===== src/rtl/mux_pkg.sv =====
// Shared defaults and round-robin helper for the arbitrated output mux.
// Imported by the mux top; the arbiter is self-contained.
package mux_pkg;

  localparam int MUX_WIDTH_DEF = 64;
  localparam int MUX_NIN_DEF   = 4;

  function automatic int rr_next(
    input int ptr,
    input int n
  );
    return (ptr >= n - 1) ? 0 : ptr + 1;
  endfunction

endpackage


===== src/rtl/rr_mux_reg_arbiter.sv =====
// Combinational round-robin arbiter: first request at or after ptr,
// found by rotating a doubled request vector down by ptr.
module rr_arbiter #(
  parameter  int N_IN  = 4,
  localparam int IDX_W = (N_IN > 1) ? $clog2(N_IN) : 1
) (
  input  logic [N_IN-1:0]  req,
  input  logic [IDX_W-1:0] ptr,
  output logic [N_IN-1:0]  grant,
  output logic [IDX_W-1:0] gidx
);

  logic [N_IN-1:0] w_rot;
  logic            w_found;

  assign w_rot = N_IN'({req, req} >> ptr);

  always_comb begin
    grant   = '0;
    gidx    = '0;
    w_found = 1'b0;
    for (int j = 0; j < N_IN; j++) begin
      if (!w_found && w_rot[j]) begin
        w_found = 1'b1;
        gidx    = IDX_W'((int'(ptr) + j) % N_IN);
      end
    end
    if (w_found) begin
      grant = N_IN'(1) << gidx;
    end
  end

endmodule


===== src/rtl/rr_mux_reg.sv =====
// N-input round-robin mux feeding a single registered output stage,
// tagging each captured word with the channel it came from.
module rr_mux_reg
  import mux_pkg::*;
#(
  parameter  int WIDTH = MUX_WIDTH_DEF,
  parameter  int N_IN  = MUX_NIN_DEF,
  localparam int IDX_W = (N_IN > 1) ? $clog2(N_IN) : 1
) (
  input  logic                  clk,
  input  logic                  reset_n,
  input  logic [N_IN-1:0]       in_valid,
  input  logic [N_IN*WIDTH-1:0] in_data,
  output logic [N_IN-1:0]       in_ready,
  output logic                  out_valid,
  output logic [WIDTH-1:0]      out_data,
  output logic [IDX_W-1:0]      out_src,
  input  logic                  out_ready
);

  logic [IDX_W-1:0] r_ptr;
  logic             r_valid;
  logic [WIDTH-1:0] r_data;
  logic [IDX_W-1:0] r_src;

  logic [N_IN-1:0]  w_grant;
  logic [IDX_W-1:0] w_gidx;
  logic             w_load;
  logic             w_xfer;
  logic [WIDTH-1:0] w_sel;

  rr_arbiter #(
    .N_IN (N_IN)
  ) u_arb (
    .req   (in_valid),
    .ptr   (r_ptr),
    .grant (w_grant),
    .gidx  (w_gidx)
  );

  // Ready is suppressed while in reset so no handshake can complete.
  assign w_load   = ~r_valid | out_ready;
  assign in_ready = w_grant & {N_IN{w_load & reset_n}};
  assign w_xfer   = |(in_valid & in_ready);

  always_comb begin
    w_sel = '0;
    for (int i = 0; i < N_IN; i++) begin
      w_sel = w_sel | (in_data[i*WIDTH +: WIDTH] & {WIDTH{w_grant[i]}});
    end
  end

  always_ff @(posedge clk) begin
    if (!reset_n) begin
      r_valid <= 1'b0;
      r_data  <= '0;
      r_src   <= '0;
      r_ptr   <= '0;
    end else if (w_xfer) begin
      r_valid <= 1'b1;
      r_data  <= w_sel;
      r_src   <= w_gidx;
      r_ptr   <= IDX_W'(rr_next(int'(w_gidx), N_IN));
    end else if (out_ready) begin
      r_valid <= 1'b0;
    end
  end

  assign out_valid = r_valid;
  assign out_data  = r_data;
  assign out_src   = r_src;

endmodule

===== config.mk =====
export PLATFORM = sky130hd
export DESIGN_NAME = rr_mux_reg
export DESIGN_NICKNAME = d
export VERILOG_FILES = /design/src/rtl/mux_pkg.sv /design/src/rtl/rr_mux_reg_arbiter.sv /design/src/rtl/rr_mux_reg.sv
export SDC_FILE = /design/constraint.sdc
export NUM_CORES = 1
export LEC_CHECK = 0
export CORE_AREA = 2 2 130 132
export CTS_CLUSTER_SIZE = 12
export DETAILED_ROUTE_END_ITERATION = 8
export DIE_AREA = 0 0 132 134
export PLACE_DENSITY_LB_ADDON = 0.25
export SETUP_SLACK_MARGIN = 0.5
export SKIP_LAST_GASP = 1
export SLEW_MARGIN = 20
export SYNTH_ARGS = -nofsm -noshare
export SYNTH_HDL_FRONTEND = slang
export SYNTH_HIERARCHICAL = 1
export SYNTH_SLANG_ARGS = --single-unit

===== constraint.sdc =====
create_clock -name clk -period 2.05 [get_ports clk]
set_input_delay 0.205 -clock clk [delete_from_list [all_inputs] [get_ports clk]]
set_output_delay 0.205 -clock clk [all_outputs]
set_load 0.05 [all_outputs]

==> impl_metrics.py, run 1 <==
metrics = {
    "outcome": {
        "status": "finished, violations left",
        "violations": "negative setup slack",
    },
    "route": {
        "post_drt_wl_per_cell_um": 18.5,
        "via_count": 4961,
        "first_pass_iters": 4,
        "via_per_inst": 4.93,
        "route.detailed.drc": 0,
        "routed_wl_um": 18600,
        "drt-initial-drc-count": 159,
        "ant_nets": 0,
    },
    "synth": {
        "ys_seq_area_frac": 0.351,
        "yosysTopAreaCell": "dfxtp_1",
        "synthTopCellsByArea": "dfxtp_1 (35%), mux2i_1 (17%), a22o_1 (15%)",
        "netlist_instances": 421,
        "synth_cell_type_count": 29,
        "yosysWarnings": 6,
        "avgSynthCellArea_um2": 9.36,
        "synth-seq-cells": 69,
        "synth_fp_nets": 685,
        "synth_area_mm2": 0.00394,
        "netlist.area_leader.share": 0.351,
    },
    "worst_setup_path": {
        "slowest_delay_ps": 370,
        "end_kind": "flop",
        "cp_num_cells": 9,
        "r2r_start": "r_ptr[1]",
        "crit_chain": "buf_6 -> a221oi_4 -> nor2b_4 -> a22o_1 -> o211ai_4 -> buf_6 -> buf_6 -> clkbuf_16 -> mux2i_1",
        "critPathBufInv": 4,
        "crit_type": "flop to flop",
        "crit_required_ps": 2310,
        "cp-start-kind": "flop",
        "cp_max_fo": 7,
        "arrival_ps": 2320,
        "reg2regPathDepth": 9,
        "ff2ff_setup_slack_ps": -20,
        "cp_common_cell": "buf_6",
        "cp_slowest_cell": "dfxtp_4",
        "r2r-end": "out_data[46]",
        "cp_top_family": "compound AO/OA/AOI/OAI gates",
    },
    "floorplanning": {
        "initial_utilization": 0.242,
        "dieHeight_um": 134,
        "ios": 334,
        "rows": 47,
        "core_area_mm2": 0.0163,
        "die_area_mm2": 0.0177,
        "die_width_um": 132,
    },
    "timing": {
        "hold_viol": 0,
        "period_share": 1.01,
        "fin_hold_ws_ps": 267,
        "maxSlewHeadroom": 0.634,
        "worst_slew_pin_slew_ps": 552,
        "fmax_mhz": 484,
        "min_period_ps": 2070,
        "slew_violations": 0,
        "setup_viol": 11,
        "fin_ws_ps": -18.0,
        "fin_tns_setup_ps": -107,
        "clock_skew_ps": 5.96,
        "grt_setup_unrepaired": "yes",
    },
    "grt": {
        "grt_pass1_vias": 5198,
        "antenna_found_initial": 0,
        "grt_util_all_layers": 0.201,
        "grt_first_pass_wirelength_um": 27600,
        "gr-total-overflow": 0,
        "grt_max_degree": 52,
    },
    "min_path": {
        "hold_end": "out_valid",
        "hold_path.class": "input pin to flop",
        "min-delay-start": "reset_n",
        "holdPathStages": 2,
    },
    "clock_network": {
        "cts_max_level": 3,
        "insertion_delay_ps": 330,
        "cts.root.buffer_cell": "clkbuf_16",
        "clk_pin_slew_ps": 60,
        "cts_max_path_buffers": 2,
        "numCtsBuffers": 9,
        "clock_sinks": 69,
        "cts_tree": "built",
        "hold_buffers": 0,
    },
    "final_layout": {
        "drive_above_1_share": 0.132,
        "fillers": 1518,
        "utilization": 0.522,
        "nNetsFinal": 1046,
        "layout_commonest_cell": "clkdlybuf4s50_1",
        "num_antenna_cells": 0,
        "most-common-layout-cells": "clkdlybuf4s50_1 (257), dlygate4sd2_1 (71), nand2_1 (69)",
        "area_growth_syn_to_layout_pct": 116,
    },
    "job": {
        "drv_cap": 0,
    },
    "placement": {
        "port_buffers": 333,
        "dp_hpwl_um": 13000,
        "gp_congestion": 0.819,
        "post-place-ws_ps": -457,
    },
    "power_and_ir_drop": {
        "ir_worst_vdd_mv": 0.521,
        "p_per_area_mw_per_mm2": 984,
        "power_mw": 8.36,
        "leakage_nw": 3.85,
    },
}
[worst reg2reg max path, stage by stage (launching register included)]
cell       delay, ps
dfxtp_4          370
buf_6            120
a221oi_4         300
nor2b_4           90
a22o_1           280
o211ai_4         240
buf_6            150
buf_6            120
clkbuf_16        150
mux2i_1          180
[metrics by stage]
step	instances	instance area [µm²]
global placement	959	7680
global route	1006	8500
CTS	1001	8380
finish	1006	8500
floorplan	421	4010
detailed placement	959	7680
[sequential cells by signal, indices dropped and copies added (netlist names)]
signal,count
out_valid,1
out_data,64
r_ptr,2
out_src,2
[layer usage]
layer | share of wire | global-route usage | routed length, µm
met1 | 0.38 | 0.213 | 7140
met2 | 0.53 | 0.385 | 9860
met3 | 0.067 | 0.0491 | 1250
met4 | 0.020 | 0.0749 | 378
met5 | 0 | 0 | 0
[area by class of cell]
type | count | area (µm²) | share of cell area
Inverter | 7 | 26.3 | 0.00309
Clock buffer | 14 | 274 | 0.0322
Tap cell | 220 | 275 | 0.0324
Sequential cell | 69 | 1390 | 0.163
Multi-Input combinational cell | 299 | 2420 | 0.284
Clock inverter | 1 | 5.00 | 0.000589
Timing Repair Buffer | 396 | 4120 | 0.484
[power breakdown]
group	switching (mW)	internal, mW	total [mW]
clock network	0.555	0.910	1.46
logic	2.77	2.21	4.99
registers	0.193	1.72	1.91
[how the worst max path moves through the flow]
stage / slack (ps) / startpoint / endpoint
2_1_floorplan: 240 / r_ptr[1] / out_data[21]
3_3_place_gp: -320 / in_valid[3] / out_data[6]
3_5_place_dp: -460 / in_valid[3] / out_data[46]
4_1_cts: 10 / r_ptr[1] / out_data[54]
5_1_grt: -90 / r_ptr[0] / out_data[49]
6_report: -20 / r_ptr[1] / out_data[46]
[timing repair]
action	4_1_cts	5_1_grt
pin swaps	4	6
setup endpoints to repair	140	73
cloned	8	3
resized for setup	97	7
buffers inserted	19	2
[kinds of logic (layout without fill, tap and decap cells)]
logic type               count (synthesis)  after routing  synth area share
AO/OA/AOI/OAI                          145            145             0.319
AND/OR/NAND/NOR                         85             85            0.0899
multiplexers                            68             68             0.173
flip-flops                              69             69             0.351
adder cells (fa/ha/maj)                  1              1           0.00318
buffers and inverters                   53            418            0.0651
[cells in the mapped netlist (all sizes together)]
cell,instances
inv,7
nor2b,1
nor3,2
o211a,1
o211ai,1
mux2i,68
a211oi,2
a21boi,1
clkbuf,19
nand2,69
buf,27
dfxtp,69
or2,1
a22o,66
a311oi,1
o21ai,3
a221oi,65
a21oi,5
nor2,4
nand2b,4
ha,1
and3,4
Note: power is estimated with default switching activity, not from simulation.
==> run 2: changes to the inputs <==
--- a/config.mk
+++ b/config.mk
@@ -9,6 +9,7 @@
 export CTS_CLUSTER_SIZE = 12
 export DETAILED_ROUTE_END_ITERATION = 8
 export DIE_AREA = 0 0 132 134
+export HOLD_SLACK_MARGIN = 0.08
 export PLACE_DENSITY_LB_ADDON = 0.25
 export SETUP_SLACK_MARGIN = 0.5
 export SKIP_LAST_GASP = 1
==> results of run 2 <==
The final DEF is identical to that of run 1; final timing and power are the same.
